==> config.mk <==
export PLATFORM = sky130hd
export DESIGN_NAME = sar_search_ctrl
export DESIGN_NICKNAME = d
export VERILOG_FILES = /design/src/rtl/sar_search_ctrl.sv
export SDC_FILE = /design/constraint.sdc
export NUM_CORES = 1
export LEC_CHECK = 0
export ABC_CLOCK_PERIOD_IN_PS = 2500
export BUFFER_PORTS_ARGS = -buffer_cell sky130_fd_sc_hd__buf_2
export CAP_MARGIN = 20
export CORE_MARGIN = 5
export CORE_UTILIZATION = 61
export CTS_CLUSTER_DIAMETER = 60
export CTS_CLUSTER_SIZE = 8
export DETAILED_ROUTE_END_ITERATION = 8
export GPL_ROUTABILITY_DRIVEN = 0
export PLACE_DENSITY = 0.85
export SYNTH_ARGS = -nofsm -noshare
export SYNTH_HDL_FRONTEND = slang
export SYNTH_SLANG_ARGS = --single-unit
==> constraint.sdc <==
create_clock -name clk -period 2.5 [get_ports clk]
set_input_delay 0.25 -clock clk [delete_from_list [all_inputs] [get_ports clk]]
set_output_delay 0.25 -clock clk [all_outputs]
set_load 0.03 [all_outputs]
==> src/rtl/sar_search_ctrl.sv <==
// ============================================================================
// sar_search_ctrl : successive-approximation search driving an external
// comparator. Option macro SAR_EARLY_EXIT_EN ends a search on an Equal sample.
// Revision: 1.0
// ============================================================================
`default_nettype none

module sar_search_ctrl #(
  parameter int WIDTH  = 8,
  parameter int SETTLE = 0
) (
  input  logic             clk,
  input  logic             rst_n,
  input  logic             start,
  output logic [WIDTH-1:0] trial,
  input  logic             cmp_equal,
  input  logic             cmp_greater,
  input  logic             cmp_less,
  output logic             busy,
  output logic             done,
  output logic [WIDTH-1:0] result,
  output logic             found,
  output logic             err
);

  localparam int KW = (WIDTH > 1) ? $clog2(WIDTH) : 1;
  localparam logic [KW-1:0]    K_MSB      = KW'(WIDTH - 1);
  localparam logic [3:0]       SETTLE_C   = 4'(SETTLE);
  localparam logic [WIDTH-1:0] ONE_LSB    = WIDTH'(1);
  localparam logic [WIDTH-1:0] ONE_MSB    = ONE_LSB << (WIDTH - 1);

  typedef enum logic [1:0] {
    S_IDLE  = 2'd0,
    S_TRIAL = 2'd1,
    S_DONE  = 2'd2
  } state_t;

  state_t           state_q,  state_d;
  logic [KW-1:0]    k_q,      k_d;
  logic [WIDTH-1:0] acc_q,    acc_d;
  logic [WIDTH-1:0] trial_q,  trial_d;
  logic [WIDTH-1:0] result_q, result_d;
  logic [3:0]       cnt_q,    cnt_d;
  logic             seen_eq_q, seen_eq_d;
  logic             found_q,  found_d;
  logic             err_q,    err_d;

  logic [WIDTH-1:0] w_bit;
  logic [WIDTH-1:0] w_acc_new;
  logic             w_keep;
  logic             w_onehot;
  logic             w_exit;

  assign w_bit     = ONE_LSB << k_q;
  assign w_keep    = cmp_equal | cmp_greater;
  assign w_acc_new = w_keep ? (acc_q | w_bit) : (acc_q & ~w_bit);
  // Odd parity excludes 0 and 2 set flags; the AND term excludes all three.
  assign w_onehot  = (cmp_equal ^ cmp_greater ^ cmp_less) &
                     ~(cmp_equal & cmp_greater & cmp_less);

`ifdef SAR_EARLY_EXIT_EN
  assign w_exit = cmp_equal;
`else
  assign w_exit = 1'b0;
`endif

  always_ff @(posedge clk or negedge rst_n) begin
    if (!rst_n) begin
      state_q   <= S_IDLE;
      k_q       <= '0;
      acc_q     <= '0;
      trial_q   <= '0;
      result_q  <= '0;
      cnt_q     <= '0;
      seen_eq_q <= 1'b0;
      found_q   <= 1'b0;
      err_q     <= 1'b0;
    end else begin
      state_q   <= state_d;
      k_q       <= k_d;
      acc_q     <= acc_d;
      trial_q   <= trial_d;
      result_q  <= result_d;
      cnt_q     <= cnt_d;
      seen_eq_q <= seen_eq_d;
      found_q   <= found_d;
      err_q     <= err_d;
    end
  end

  always_comb begin
    state_d   = state_q;
    k_d       = k_q;
    acc_d     = acc_q;
    trial_d   = trial_q;
    result_d  = result_q;
    cnt_d     = cnt_q;
    seen_eq_d = seen_eq_q;
    found_d   = found_q;
    err_d     = err_q;

    unique case (state_q)
      S_IDLE: begin
        if (start) begin
          state_d   = S_TRIAL;
          k_d       = K_MSB;
          acc_d     = '0;
          trial_d   = ONE_MSB;
          cnt_d     = SETTLE_C;
          seen_eq_d = 1'b0;
          err_d     = 1'b0;
        end
      end

      S_TRIAL: begin
        if (cnt_q != 4'd0) begin
          cnt_d = cnt_q - 4'd1;
        end else begin
          acc_d     = w_acc_new;
          seen_eq_d = seen_eq_q | cmp_equal;
          if (!w_onehot) begin
            err_d = 1'b1;
          end
          if ((k_q == '0) || w_exit) begin
            state_d  = S_DONE;
            trial_d  = '0;
            result_d = w_acc_new;
            found_d  = seen_eq_q | cmp_equal;
          end else begin
            k_d     = k_q - KW'(1);
            trial_d = w_acc_new | (w_bit >> 1);
            cnt_d   = SETTLE_C;
          end
        end
      end

      S_DONE: begin
        state_d = S_IDLE;
      end

      default: begin
        state_d = S_IDLE;
        trial_d = '0;
      end
    endcase
  end

  assign trial  = trial_q;
  assign busy   = (state_q == S_TRIAL);
  assign done   = (state_q == S_DONE);
  assign result = result_q;
  assign found  = found_q;
  assign err    = err_q;

endmodule

`default_nettype wire
==> results of run 1 <==
layout make-up:
type,count,area (um^2)
Tap cell,44,55.1
Fill cell,254,876
Clock buffer,7,65.1
Inverter,19,71.3
Timing Repair Buffer,27,143
Multi-Input combinational cell,144,942
Sequential cell,36,901
logic make-up (layout without fill, tap and decap cells):
family / Yosys count / count (layout) / synth area share (%)
XOR/XNOR: 2 / 2 / 0.896
flip-flops: 36 / 36 / 46.1
adder cells (fa/ha/maj): 10 / 10 / 6.40
AO/OA/AOI/OAI: 67 / 67 / 21.8
buffers and inverters: 25 / 53 / 5.70
AND/OR/NAND/NOR: 60 / 60 / 15.8
multiplexers: 5 / 5 / 3.33
per-layer routing:
metal | vias up | share of wire (%) | global-route usage (%) | wire length (um)
met5 | - | 0 | 0 | 0
met4 | 0 | 1.9 | 9.39 | 75
met3 | 9 | 5.0 | 4.38 | 199
met2 | 43 | 46 | 30.9 | 1840
met1 | 726 | 47 | 25.8 | 1850
li1 | 768 | - | - | -
state kept, by name (all words and copies together) (netlist names):
name and count:
acc_q 8, result 8, trial 8, cnt_q 4
k_q 3, state_q 2, err 1, found 1
seen_eq_q 1
metrics by stage:
stage               hold slack (ns)  instances  setup WS [ns]
floorplan                   -0.0456        205          0.857
global placement              0.369        269          0.659
detailed placement            0.367        269          0.587
CTS                           0.242        277          0.578
global route                  0.245        277          0.422
finish                        0.242        277          0.572
power by group through the flow:
stage                     clock (mW)  sequential [mW]  combinational (mW)
after floorplan                    0             1.17               0.850
after global placement             0             1.02                1.28
after detailed placement           0             1.03                1.31
after CTS                      0.350             1.02                1.32
after global routing           0.378             1.05                1.45
final                          0.343             1.02                1.32
path summary, 6_finish.rpt:
kind | endpoint | slack (ns) | cells past startpoint
worst min-delay path | seen_eq_q$_DFFE_PN0P_ | 0.24 | 3
min in group asynchronous | trial[2]$_DFFE_PN0P_ | 0.51 | 2
worst max-delay path | result[4]$_DFFE_PN0P_ | 0.57 | 5
worst max register to register | result[4]$_DFFE_PN0P_ | 0.57 | 5
max in group asynchronous | result[3]$_DFFE_PN0P_ | 1.50 | 2
worst min register to register | result[0]$_DFFE_PN0P_ | 0.48 | 2
worst reg2reg max path: stages (launching register included):
cell	delay, ns
dfrtp_1	0.45
inv_1	0.13
ha_1	0.29
nor2b_1	0.34
nand3_4	0.25
mux2_4	0.36
placed cells by master (no fill, tap or decap), types with 2 or more instances in the layout:
cell type / count
a21o_1: 2
a21oi_1: 19
buf_2: 25
clkbuf_4: 5
clkbuf_8: 2
dfrtp_1: 36
ha_1: 10
inv_1: 18
mux2_4: 3
mux2i_1: 2
nand2_1: 23
nand2b_1: 9
nor2_1: 16
nor2b_1: 3
o211ai_1: 3
o21ai_0: 16
o21ai_1: 4
o21ai_2: 3
o221ai_1: 3
o22a_1: 2
o22ai_1: 5
o31ai_1: 3
xor2_1: 2
timing repair:
item,in CTS,in global routing
hold endpoints to repair,28,0
hold buffers,1,0
resized for setup,0,0
==> results.tsv, run 1 <==
stage	metric	value	unit
timing	worst-margin pin slew	0.773	ns
global_routing	vias in the first global route	1497	
clocking	CTS max path bufs	2	
timing	Final min period	1.93	ns
placement	DP Wirelength	2800	um
die	number of I/O pins	26	
timing	Max Freq	0.519	GHz
global_routing	largest net degree at the start of global routing	37	
die	initial core utilization	64.0	%
timing	Clock Skews	0.00277	ns
worst_setup_path	largest stage delay on the critical path	0.45	ns
detailed_routing	initial DRC count	85	
power	power share of the clock group	12.8	%
placement	I/O Buffers	25	
detailed_routing	Vias/cell	5.58	
die	Die Area	4440	um^2
global_routing	antenna violations before repair	0	
yosys	Gate Count Post-Synth	205	
worst_setup_path	CP max stage cell	dfrtp_1	
yosys	Mean Syn Cell Area	9.53	um^2
detailed_routing	DRT Wirelength	3960	um
yosys	most common library cells after synthesis	dfrtp_1 (36), nand2_1 (23), a21oi_1 (19)	
cells_and_area	fin nets	249	
yosys	number of synthesized flops with an enable pin	0	
yosys	Yosys cell types	40	
worst_setup_path	startpoint class of the critical path	flop	
min_path	Hold Path Class	in -> reg	
die	Site Rows	20	
cells_and_area	post-route core utilization	71.3	%
timing	final setup violation count	0	
cells_and_area	layout cell share with drive strength beyond 1	20.6	%
die	Die H	66.6	um
yosys	Seq/Total Area, Yosys	46.1	%
cells_and_area	n_diodes	0	
detailed_routing	post-route ant nets	0	
cells_and_area	fin area	2180	um^2
clocking	clock slew at reported path FFs	0.10	ns
clocking	CTS root buffer	clkbuf_4	
clocking	number of buffers added for setup after CTS	0	
worst_setup_path	crit path DAT	2.16	ns
power	Worst VDD drop	0.787	mV
yosys	Yosys reg bits	36	
power	total power	2.68	mW
clocking	Clk Latency, worst-skew pair	0.34	ns
clocking	CTS buffer count	5	
timing	Final Hold Vio Count	0	
yosys	cell area after synthesis	1950	um^2
power	NetSw	1.21	mW
power	Leakage	1.05	nW
die	Chip Width	66.6	um
power	Switching Share	45.2	%
power	sequential share of power	38.0	%
min_path	critical hold path startpoint	cmp_equal	
flow_run	Max Cap Viol	0	
timing	period utilisation layout	77.1	%
clocking	H-tree depth	2	
worst_setup_path	crit-path cells	inv_1, ha_1, nor2b_1, nand3_4, mux2_4	
timing	RSZ-0062 raised after global routing	no	
timing	Setup TNS	0	ns
die	CORE AREA	3050	um^2
worst_setup_path	Worst Path Required	2.74	ns
worst_setup_path	Top delay family on crit path	simple AND/OR/NAND/NOR gates	
timing	worst relative slew slack	48.4	%
global_routing	gr usage total	19.8	%
worst_setup_path	Worst Setup SP	k_q[0]$_DFFE_PN0P_	
worst_setup_path	Setup CP Type	reg -> reg	
yosys	main flop type after synthesis	dfrtp_1	
worst_setup_path	worst path bufs/invs	1	
yosys	Synth warnings	0	
global_routing	global-route wire length before repair	6690	um
detailed_routing	DRC	0	
worst_setup_path	launch point of the worst reg-to-reg path	k_q[0]$_DFFE_PN0P_	
clocking	CTS tree	yes	
detailed_routing	routed length per instance	14.3	um
timing	Max Slew Vio Count	0	
global_routing	Overflow after GRT	0	
status	status	complete, no violations	
worst_setup_path	critical path capture point type	flop	
yosys	post-synthesis async set-or-reset flop share	100	%
detailed_routing	drt first pass iters	4	
yosys	area leader, netlist	dfrtp_1	
worst_setup_path	Crit Path Max Fanout	16	
yosys	syn_nets	221	
placement	Area after DPL	2100	um^2
detailed_routing	routed vias	1546	
power	power per cell area	1230	nW/um^2
yosys	share of the synthesized area in the top cell type	46.1	%
clocking	TritonCTS Sinks	36	
power	Comb power frac	49.2	%
cells_and_area	Area Overhead vs Synth	11.4	%
power	Internal	1.47	mW
yosys	count leader, synth	dfrtp_1	
yosys	synth top area cells	dfrtp_1 (46%), ha_1 (6.4%), a21oi_1 (4.9%), nand2_1 (4.4%), o21ai_0 (4.1%)	
Power figures use the tool's default switching activity.
==> run 2: changes to the inputs <==
ABC_CLOCK_PERIOD_IN_PS = 1600   (was 2500)
CORE_UTILIZATION = 51   (was 61)
PLACE_DENSITY = 0.76   (was 0.85)
clock period = 1.6 ns   (was 2.5 ns; I/O delays follow)
==> run 2 against run 1 <==
  * Total power increased by 80%
  * Clock-buffer cell count down 1
  * Non-clock buffer count is 21 higher
  * Largest power group unchanged
  * Sequential share of layout area is 4.9 points lower
  * Register-to-register slack worse by 0.55 ns
  * Critical path depth is 2 lower
  * Largest cell class unchanged
==> results.tsv, run 2 (synthesized netlist as in run 1, its figures left out) <==
stage	metric	value	unit	change
status	status	complete, no violations		unchanged
die	Chip Width	71.9	um	was 66.6 um
worst_setup_path	critical path capture point type	primary output		was flop
cells_and_area	commonest non-fill, non-tap cell in the layout	dfrtp_1		unchanged
timing	final setup violation count	0		unchanged
power	Switching Share	42.5	%	was 45.2%
power	Leakage	1.17	nW	was 1.05 nW
cells_and_area	Non-Filler Instances	303		was 277
global_routing	antenna violations before repair	0		unchanged
cells_and_area	fillers	302		was 254
worst_setup_path	worst path bufs/invs	2		was 1
clocking	TritonCTS Sinks	36		unchanged
global_routing	Overflow after GRT	0		unchanged
worst_setup_path	crit-path cells	nand2b_2, inv_2, buf_2		was inv_1, ha_1, nor2b_1, nand3_4, mux2_4
timing	WHS	0.185	ns	was 0.242 ns
die	CORE AREA	3690	um^2	was 3050 um^2
detailed_routing	Vias/cell	5.50		was 5.58
timing	Final Hold Vio Count	0		unchanged
die	initial core utilization	53.0	%	was 64.0%
cells_and_area	n_diodes	0		unchanged
placement	I/O Buffers	25		unchanged
die	number of I/O pins	26		unchanged
clocking	clock slew at reported path FFs	0.07	ns	was 0.10 ns
die	Site Rows	22		was 20
timing	Max Freq	0.630	GHz	
cells_and_area	fin nets	270		was 249
power	total power	4.82	mW	was 2.68 mW
global_routing	gr usage total	18.7	%	was 19.8%
power	power per cell area	1950	nW/um^2	was 1230 nW/um^2
cells_and_area	sequential standard cell area	901	um^2	unchanged
min_path	Hold Path Class	in -> reg		unchanged
clocking	CTS buffer count	5		unchanged
timing	Final min period	1.59	ns	
flow_run	Max Cap Viol	0		unchanged
worst_setup_path	largest stage delay on the critical path	0.47	ns	was 0.45 ns
timing	RSZ-0062 raised after global routing	yes		was no
power	sequential share of power	32.2	%	was 38.0%
clocking	CTS max path bufs	2		unchanged
power	power share of the clock group	16.3	%	was 12.8%
power	Comb power frac	51.5	%	was 49.2%
worst_setup_path	Worst Path Required	1.44	ns	was 2.74 ns
detailed_routing	routed length per instance	15.0	um	was 14.3 um
detailed_routing	DRC	0		unchanged
worst_setup_path	Crit Path Max Fanout	8		was 16
die	Die H	71.9	um	was 66.6 um
detailed_routing	initial DRC count	134		was 85
cells_and_area	Multi-input gate area	1010	um^2	was 942 um^2
clocking	Clk Latency, worst-skew pair	0.29	ns	was 0.34 ns
power	NetSw	2.05	mW	was 1.21 mW
worst_setup_path	CP max stage cell	dfrtp_1		unchanged
timing	worst-margin pin slew	0.435	ns	was 0.773 ns
global_routing	global-route wire length before repair	7580	um	was 6690 um
timing	Setup TNS	0	ns	unchanged
global_routing	vias in the first global route	1620		was 1497
die	Die Area	5170	um^2	was 4440 um^2
detailed_routing	routed vias	1666		was 1546
detailed_routing	drt first pass iters	4		unchanged
clocking	H-tree depth	2		unchanged
placement	placed cells	289		was 269
power	Worst VDD drop	0.997	mV	was 0.787 mV
cells_and_area	post-route core utilization	66.9	%	was 71.3%
cells_and_area	most frequent cells in the layout	dfrtp_1 (36), buf_2 (25), nand2_1 (20), buf_4 (20), a21oi_1 (18)		was dfrtp_1 (36), buf_2 (25), nand2_1 (23), a21oi_1 (19), inv_1 (18)
timing	Max Slew Vio Count	0		unchanged
cells_and_area	Area Overhead vs Synth	26.2	%	was 11.4%
timing	Clock Skews	0.00534	ns	was 0.00277 ns
worst_setup_path	crit path DAT	1.43	ns	was 2.16 ns
placement	DP Wirelength	3210	um	was 2800 um
clocking	CTS root buffer	clkbuf_8		was clkbuf_4
worst_setup_path	Top delay family on crit path	flip-flops		was simple AND/OR/NAND/NOR gates
timing	worst relative slew slack	71.0	%	was 48.4%
clocking	CTS tree	yes		unchanged
timing	period utilisation layout	99.2	%	
worst_setup_path	Setup CP Type	reg -> out		was reg -> reg
detailed_routing	post-route ant nets	0		unchanged
global_routing	largest net degree at the start of global routing	20		was 37
worst_setup_path	startpoint class of the critical path	flop		unchanged
detailed_routing	DRT Wirelength	4560	um	was 3960 um
power	Internal	2.77	mW	was 1.47 mW
cells_and_area	layout cell share with drive strength beyond 1	32.9	%	was 20.6%
## run 2: changes by cell type in the layout (fill, tap and decap cells not counted), moves of 2 or more
cell	before	now
buf_4	1	20
clkbuf_4	5	0
o21ai_0	16	11
o21ai_1	4	8
clkbuf_8	2	5
ha_1	10	7
nand2_1	23	20
ha_2	0	2
inv_1	18	16
inv_2	1	3
nand2_2	0	2
## run 2: final cells by class
type                            count  share of cell area, %
Sequential cell                    36                   36.5
Inverter                           19                   2.89
Multi-Input combinational cell    144                   41.0
Tap cell                           48                   2.43
Clock buffer                        6                   2.94
Timing Repair Buffer               48                   12.8
Clock inverter                      2                   1.42
## run 2: final timing paths
check                                       startpoint               endpoint  slack (ns)  cells past startpoint
worst max register to register    cnt_q[1]$_DFFE_PN0P_  result[7]$_DFFE_PN0P_        0.02                      6
max in group asynchronous                        rst_n   acc_q[7]$_DFFE_PN0P_        0.80                      3
worst min-delay path                         cmp_equal  seen_eq_q$_DFFE_PN0P_        0.19                      3
worst max-delay path            state_q[1]$_DFFE_PN0P_                   busy        0.01                      3
min in group asynchronous                        rst_n   trial[2]$_DFFE_PN0P_        0.34                      2
worst min register to register    trial[7]$_DFFE_PN0P_   trial[7]$_DFFE_PN0P_        0.48                      1
## run 2: worst reg2reg max path: stages (launching register included)
cell     delay [ns]
dfrtp_1        0.39
inv_2          0.09
ha_4           0.14
nor3b_4        0.21
buf_4          0.16
nand3_4        0.15
mux2_4         0.33
## run 2: power by group through the flow
stage	registers [mW]	logic, mW	clock network [mW]
after floorplan	1.83	1.33	0
after global placement	1.53	2.24	0
after detailed placement	1.55	2.30	0
after CTS	1.54	2.37	0.804
after global routing	1.61	2.75	0.853
final	1.55	2.48	0.787
## run 2: metrics by stage
step                area (um^2)  setup WS [ns]
floorplan                  1960         0.0291
global placement           2240         0.0105
detailed placement         2240        -0.0444
CTS                        2400        0.00328
global route               2470        -0.0445
finish                     2470         0.0120
## run 2: what timing repair did
action                                  4_1_cts  5_1_grt
endpoints found under the setup margin       11       27
hold buffers                                  1        0
resized for setup                             5       20
pin swaps                                     0        2
buffers inserted                              2        3
endpoints found under the hold margin        17        0
## run 2: per-layer routing
layer / global-route usage, % / share of wire [%]
met1: 24.5 / 42
met2: 29.3 / 51
met3: 4.29 / 5.4
met4: 8.56 / 1.7
met5: 0 / 0
